`config.mk`:
```
export PLATFORM = sky130hd
export DESIGN_NAME = mine_adder
export DESIGN_NICKNAME = d
export VERILOG_FILES = /design/src/rtl/mine_adder_pkg.sv /design/src/rtl/mine_full_adder.sv /design/src/rtl/mine_adder.sv
export SDC_FILE = /design/constraint.sdc
export NUM_CORES = 1
export LEC_CHECK = 0
export CORE_AREA = 2 2 39 41
export CTS_BUF_LIST = sky130_fd_sc_hd__clkbuf_8
export CTS_CLUSTER_SIZE = 12
export DETAILED_ROUTE_END_ITERATION = 10
export DIE_AREA = 0 0 41 43
export GPL_TIMING_DRIVEN = 0
export PLACE_DENSITY_LB_ADDON = 0.3
export SLEW_MARGIN = 20
export SYNTH_ARGS = -nofsm -noshare
export SYNTH_HDL_FRONTEND = slang
export SYNTH_SLANG_ARGS = --single-unit
```
`constraint.sdc`:
```
create_clock -name clk -period 1.9 [get_ports clk]
set_input_delay 0.285 -clock clk [delete_from_list [all_inputs] [get_ports clk]]
set_output_delay 0.285 -clock clk [all_outputs]
set_load 0.02 [all_outputs]
```
`src/rtl/mine_adder_pkg.sv`:
```
// Shared constants and result type for the mine_adder arithmetic leaf.
// Result type is sized for the widest legal adder; narrower adders use its low bits.
package mine_adder_pkg;

  localparam int MINE_ADDER_DEF_WIDTH = 4;
  localparam int MINE_ADDER_MAX_WIDTH = 32;

  // {carry, sum} for the widest adder; bit WIDTH holds the carry.
  typedef logic [MINE_ADDER_MAX_WIDTH:0] mine_adder_res_t;

endpackage

```
`src/rtl/mine_full_adder.sv`:
```
// One-bit full adder cell used as a link in the ripple carry chain.
// Purely combinational.
module mine_full_adder (
  input  logic a,
  input  logic b,
  input  logic cin,
  output logic s,
  output logic cout
);

  logic p;

  // Propagate term shared by sum and carry.
  assign p    = a ^ b;
  assign s    = p ^ cin;
  assign cout = (a & b) | (cin & p);

endmodule

```
`src/rtl/mine_adder.sv`:
```
// Registered ripple-carry adder with carry-in/out and a valid flag.
// Define MINE_ADDER_ACC_EN to add the running-sum output acc.
module mine_adder
  import mine_adder_pkg::*;
#(
  parameter int WIDTH = MINE_ADDER_DEF_WIDTH
) (
  input  logic [WIDTH-1:0] b,
  input  logic [WIDTH-1:0] a,
  output logic [WIDTH-1:0] sum,
  output logic             c_out,
  input  logic             c_in,
  input  logic             clk,
  input  logic             rst,
  input  logic             in_valid,
  output logic             out_valid
`ifdef MINE_ADDER_ACC_EN
  ,
  output logic [WIDTH-1:0] acc
`endif
);

  logic [WIDTH:0]   carry;
  logic [WIDTH-1:0] s_comb;
  mine_adder_res_t  res;

  assign carry[0] = c_in;

  genvar i;
  generate
    for (i = 0; i < WIDTH; i++) begin : g_chain
      mine_full_adder u_fa (
        .a    (a[i]),
        .b    (b[i]),
        .cin  (carry[i]),
        .s    (s_comb[i]),
        .cout (carry[i+1])
      );
    end
  endgenerate

  // Pack the chain output as {carry, sum}.
  always_comb begin
    res              = '0;
    res[WIDTH-1:0]   = s_comb;
    res[WIDTH]       = carry[WIDTH];
  end

  // Result registers hold when no operands arrive.
  always_ff @(posedge clk) begin
    if (rst) begin
      sum   <= '0;
      c_out <= 1'b0;
    end else if (in_valid) begin
      sum   <= res[WIDTH-1:0];
      c_out <= res[WIDTH];
    end
  end

  // Valid follows in_valid by exactly one cycle.
  always_ff @(posedge clk) begin
    if (rst) out_valid <= 1'b0;
    else     out_valid <= in_valid;
  end

`ifdef MINE_ADDER_ACC_EN
  // Running sum of accepted results; carry out of acc is dropped.
  always_ff @(posedge clk) begin
    if (rst)           acc <= '0;
    else if (in_valid) acc <= acc + res[WIDTH-1:0];
  end
`endif

endmodule

```
# Word level (Yosys, flattened, before mapping)
# Index checks and enable logic that the tools add are counted.
# word_totals
out_inout_bits	6
ff_bits	6
in_bits	12
elab_cells	23
# classes
bitwise_logic	20
# ops
operator	count
1-bit AND	8
1-bit bitwise XOR	8
1-bit OR	4

# Logic depth before layout (Yosys ltp)
# depth
depth_word	9
mapped_depth	8
depth_no_buf	8

# Modules after synthesis
# From an unflattened synthesis, not the netlist that was laid out.
# unflattened
hier_cells	22
hier_area_um2	286.5
# by_module_without_submodules
module	area_per_inst_um2	seq_area_each_um2	cells_per_inst	n_inst
mine_adder	206.4	120.1	18	1
mine_full_adder	20.0	0.0	1	4

# Worst setup path after synthesis
# No wires, ideal clock.
# synth_path
kind	input -> register
start	input a[0]
end	register sum[3]
path_slack_ps	-119
n_path_buf	0
cell_stages	8
arrival_time_ps	1934
setup_ps	86
t_required_ps	1814
cell_sequence	inv_1 fa_1 inv_1 fa_1 fa_1 inv_1 fa_1 a211oi_1
# synth_between
elab_chain_cells	8
word_cells_on_any_way	9
classes_between	bitwise (9)
# synth_rtl
element	line	text
start: declaration	mine_adder.sv:9	input logic [WIDTH-1:0] a,
1-bit bitwise XOR	mine_full_adder.sv:14	assign p = a ^ b;
1-bit AND	mine_full_adder.sv:16	assign cout = (a & b) | (cin & p);
1-bit OR (*)	mine_full_adder.sv:16	
1-bit AND (*)	mine_full_adder.sv:16	
1-bit OR (*)	mine_full_adder.sv:16	
1-bit AND (*)	mine_full_adder.sv:16	
1-bit OR (*)	mine_full_adder.sv:16	
1-bit bitwise XOR (*)	mine_full_adder.sv:15	assign s = p ^ cin;
end signal: assignment	mine_adder.sv:55	sum <= res[WIDTH-1:0];
end: declaration	mine_adder.sv:10	output logic [WIDTH-1:0] sum,
# Every way passes the cells marked *; elsewhere a longest branch is shown, timed or not.
# A chain may end at the register's enable or synchronous reset.

# Worst setup path in the final report
# layout_path
start	input b[0]
end	register sum[3]
# layout_between
elab_chain_cells	8
word_cells_on_any_way	9
classes_between	bitwise (9)
# layout_rtl
element	line	text
start: declaration	mine_adder.sv:8	input logic [WIDTH-1:0] b,
1-bit bitwise XOR	mine_full_adder.sv:14	
1-bit AND	mine_full_adder.sv:16	
1-bit OR (*)	mine_full_adder.sv:16	
1-bit AND (*)	mine_full_adder.sv:16	
1-bit OR (*)	mine_full_adder.sv:16	
1-bit AND (*)	mine_full_adder.sv:16	
1-bit OR (*)	mine_full_adder.sv:16	
1-bit bitwise XOR (*)	mine_full_adder.sv:15	
# Marked as above.

==> key figures <==
Power
  – Comb pwr share: 0.242
  – Leak pwr: about 0.23 nW
  – Sw Share: 0.231
  – PwrDens: between 700 and 800 nW/um^2
  – Clock power share: 0.424
  – Sw power: around 0.10 mW
  – Flop pwr share: 0.334
  – VDD IR-drop max: 219 uV
  – Pint: between 0.3 and 0.4 mW

Die
  – IO Count: 18
  – Site row count: 14
  – Die Y: about 43 um
  – Initial Utilization: 0.224
  – Die X: 41 um
  – Total die area: between 1500 and 2000 um^2
  – Core box area: 1380 um^2

Synthesis
  – Yosys top cell area share: 0.387
  – Number of synthesized flops with an enable pin: 0
  – Synthesized instance count: 29
  – Post-synthesis cell area: between 300 and 400 um^2
  – Synth area leaders: dfxtp_1, fa_1, inv_1
  – Synth Flop Type: dfxtp_1
  – Unique masters post-synth: 9
  – Flops & latches, synth: 6
  – Synth async-reset ratio: 0
  – Post-synth net total: 45
  – Mapped Avg Cell Area: 10.7 um^2
  – Yosys warns: 0
  – Sequential fraction of the synthesis area: 0.387
  – Area leader, netlist: dfxtp_1
  – Most common cell in the netlist: inv_1
  – Commonest cells post-synth: inv_1, dfxtp_1, fa_1, a211oi_1, nor2_1

STA
  – Period utilisation layout: 0.964
  – Hold Vio Cnt, Final: 0
  – Pins Over Slew Limit: 0
  – # setup viols final: 0
  – Fmax: 546 MHz
  – Worst slew pin tran: 0.232 ns
  – Period minus WS final: about 1.8 ns
  – RSZ-0062 raised after global routing: no
  – Final worst slack: 0.0680 ns
  – Skew final: 0 ns
  – Slew margin rel.: 0.845

Clocking
  – Worst-path clk slew: 0.03 ns
  – CTS sink count: 6
  – CTS root buf: clkbuf_8
  – Num CTS Buffers: 3
  – CTS Hold Bufs: 0
  – Longest Clk Path Bufs: 2
  – Clk_lat worst skew: around 0.22 ns
  – CTS tree: built
  – Htree depth: 1
  – Setup repair bufs after CTS: 0

Job
  – MaxCap Viol Count: 0

GRT
  – First-pass GRT wire length: approximately 940 um
  – Vias in the first global route: 257
  – Gr ovfl total: 0
  – GRT Util Overall: 0.0819
  – Initial antenna violation count: 0
  – Largest net degree at the start of global routing: 10

Final layout
  – NumNets Final: 66
  – Share of layout cells above drive strength 1: 0.375
  – ANT cells: 0
  – Fillers: approximately 150
  – Final Non-Filler Cells: 64
  – Area Overhead vs Synth: 76.6%

Worst hold path
  – Hold path start: in_valid
  – Hold/Removal Path Class: in2reg

Critical path
  – Worst path required time: 2.04 ns
  – WP data arrival: 1.97 ns
  – Critical Path Sink Type: flip-flop
  – Max FO, Critical Path: 1
  – CP Class: in2reg
  – CP max stage cell: fa_1
  – Crit path largest cell delay: 0.42 ns
  – Worst setup startpoint: b[0]
  – RR Startpoint: sum[0]
  – CP Cell Sequence: buf_6 -> inv_4 -> fa_2 -> inv_2 -> fa_2 -> fa_2 -> inv_2 -> fa_1 -> a211oi_2
  – CP startpoint kind: input pin
  – CP most frequent cell: fa_2

Detailed routing
  – Avg WL per Cell: between 8 and 9 um
  – DRC Markers: 0
  – Via count: roughly 240
  – WL final: about 540 um
  – Vias per cell: around 3.7
  – Antenna viol nets, final: 0
  – DRT Pass-1 Iters: 4
  – DRT iter0 DRCs: 3

Status
  – Status: completed

Placement
  – GP Congestion: roughly 0.68
  – HPWL Detailed: 460 um
  – Placed Cells: 61
  – Post-place setup slack: -0.523 ns
  – PortBufs: 16
## critical path: cells and delay by family
| kind | cells | cell delay [ns] |
|---|---|---|
| fa+ha+maj | 4 | 1.28 |
| buf+inv | 4 | 0.23 |
| compound gates | 1 | 0.18 |
## timing repair
action | 4_1_cts | 5_1_grt
pin swaps | 5 | 4
setup endpoints to repair | 3 | 1
gates resized for setup | 22 | 0
## worst paths after layout
| check | slack, ns | end | cells past startpoint |
|---|---|---|---|
| worst max-delay path | 0.07 | sum[3] | 9 |
| worst min-delay path | 0.30 | sum[3] | 2 |
| worst max register to register | 1.26 | sum[0] | 2 |
| worst min register to register | 0.48 | sum[0] | 2 |
## power groups by stage
| stage | clock, mW | sequential [mW] | combinational [mW] |
|---|---|---|---|
| 2_1_floorplan | 0 | 0.160 | 0.0342 |
| 3_3_place_gp | 0 | 0.146 | 0.101 |
| 3_5_place_dp | 0 | 0.146 | 0.102 |
| 4_1_cts | 0.188 | 0.144 | 0.107 |
| 5_1_grt | 0.195 | 0.145 | 0.117 |
| 6_report | 0.183 | 0.144 | 0.105 |
## cell usage in the layout, fill, tap and decap left out
cell type / instances
a211oi_1: 2
a211oi_2: 1
buf_6: 4
clkbuf_8: 3
clkdlybuf4s50_1: 11
dfxtp_1: 6
dlygate4sd2_1: 2
fa_1: 1
fa_2: 3
inv_1: 2
inv_2: 4
inv_4: 1
mux2i_1: 2
nor2_1: 3
nor2_2: 2
nor2b_1: 1
## stage by stage
step / area (um^2) / TNS (ns) / hold WS [ns] / power, mW / utilization
floorplan: 315 / -0.0156 / 0.357 / 0.194 / -
detailed placement: 495 / -1.41 / 0.473 / 0.247 / 0.358
global placement: 495 / -1.36 / 0.467 / 0.247 / 0.358
CTS: 548 / -0.0471 / 0.300 / 0.440 / 0.396
global route: 548 / 0 / 0.309 / 0.457 / 0.396
finish: 548 / 0 / 0.304 / 0.432 / 0.396
## final cells by class
class / instances / area [um^2] / share of cell area
multi-input cells: 15 / 165 / 0.301
repair buffers: 16 / 161 / 0.295
plain buffers: 1 / 11.3 / 0.0205
clock buffers: 3 / 41.3 / 0.0753
inverters: 7 / 28.8 / 0.0525
well taps: 16 / 20.0 / 0.0365
flip-flops and latches: 6 / 120 / 0.219
## cell families after synthesis
| logic type | after synthesis | synth area share |
|---|---|---|
| AO/OA/AOI/OAI | 3 | 0.0726 |
| adder cells (fa/ha/maj) | 4 | 0.258 |
| buffers and inverters | 8 | 0.121 |
| flip-flops | 6 | 0.387 |
| multiplexers | 2 | 0.0645 |
| AND/OR/NAND/NOR | 6 | 0.0968 |
## sequential cells by signal, summed over array words and instances, names as in the netlist
register,flops
sum,4
c_out,1
out_valid,1
## routing by layer
layer  share of wire  track usage
met3           0.035            0
met2            0.53        0.109
met1            0.43        0.102
met4               0        0.100
met5               0            0
Power figures use the tool's default switching activity.
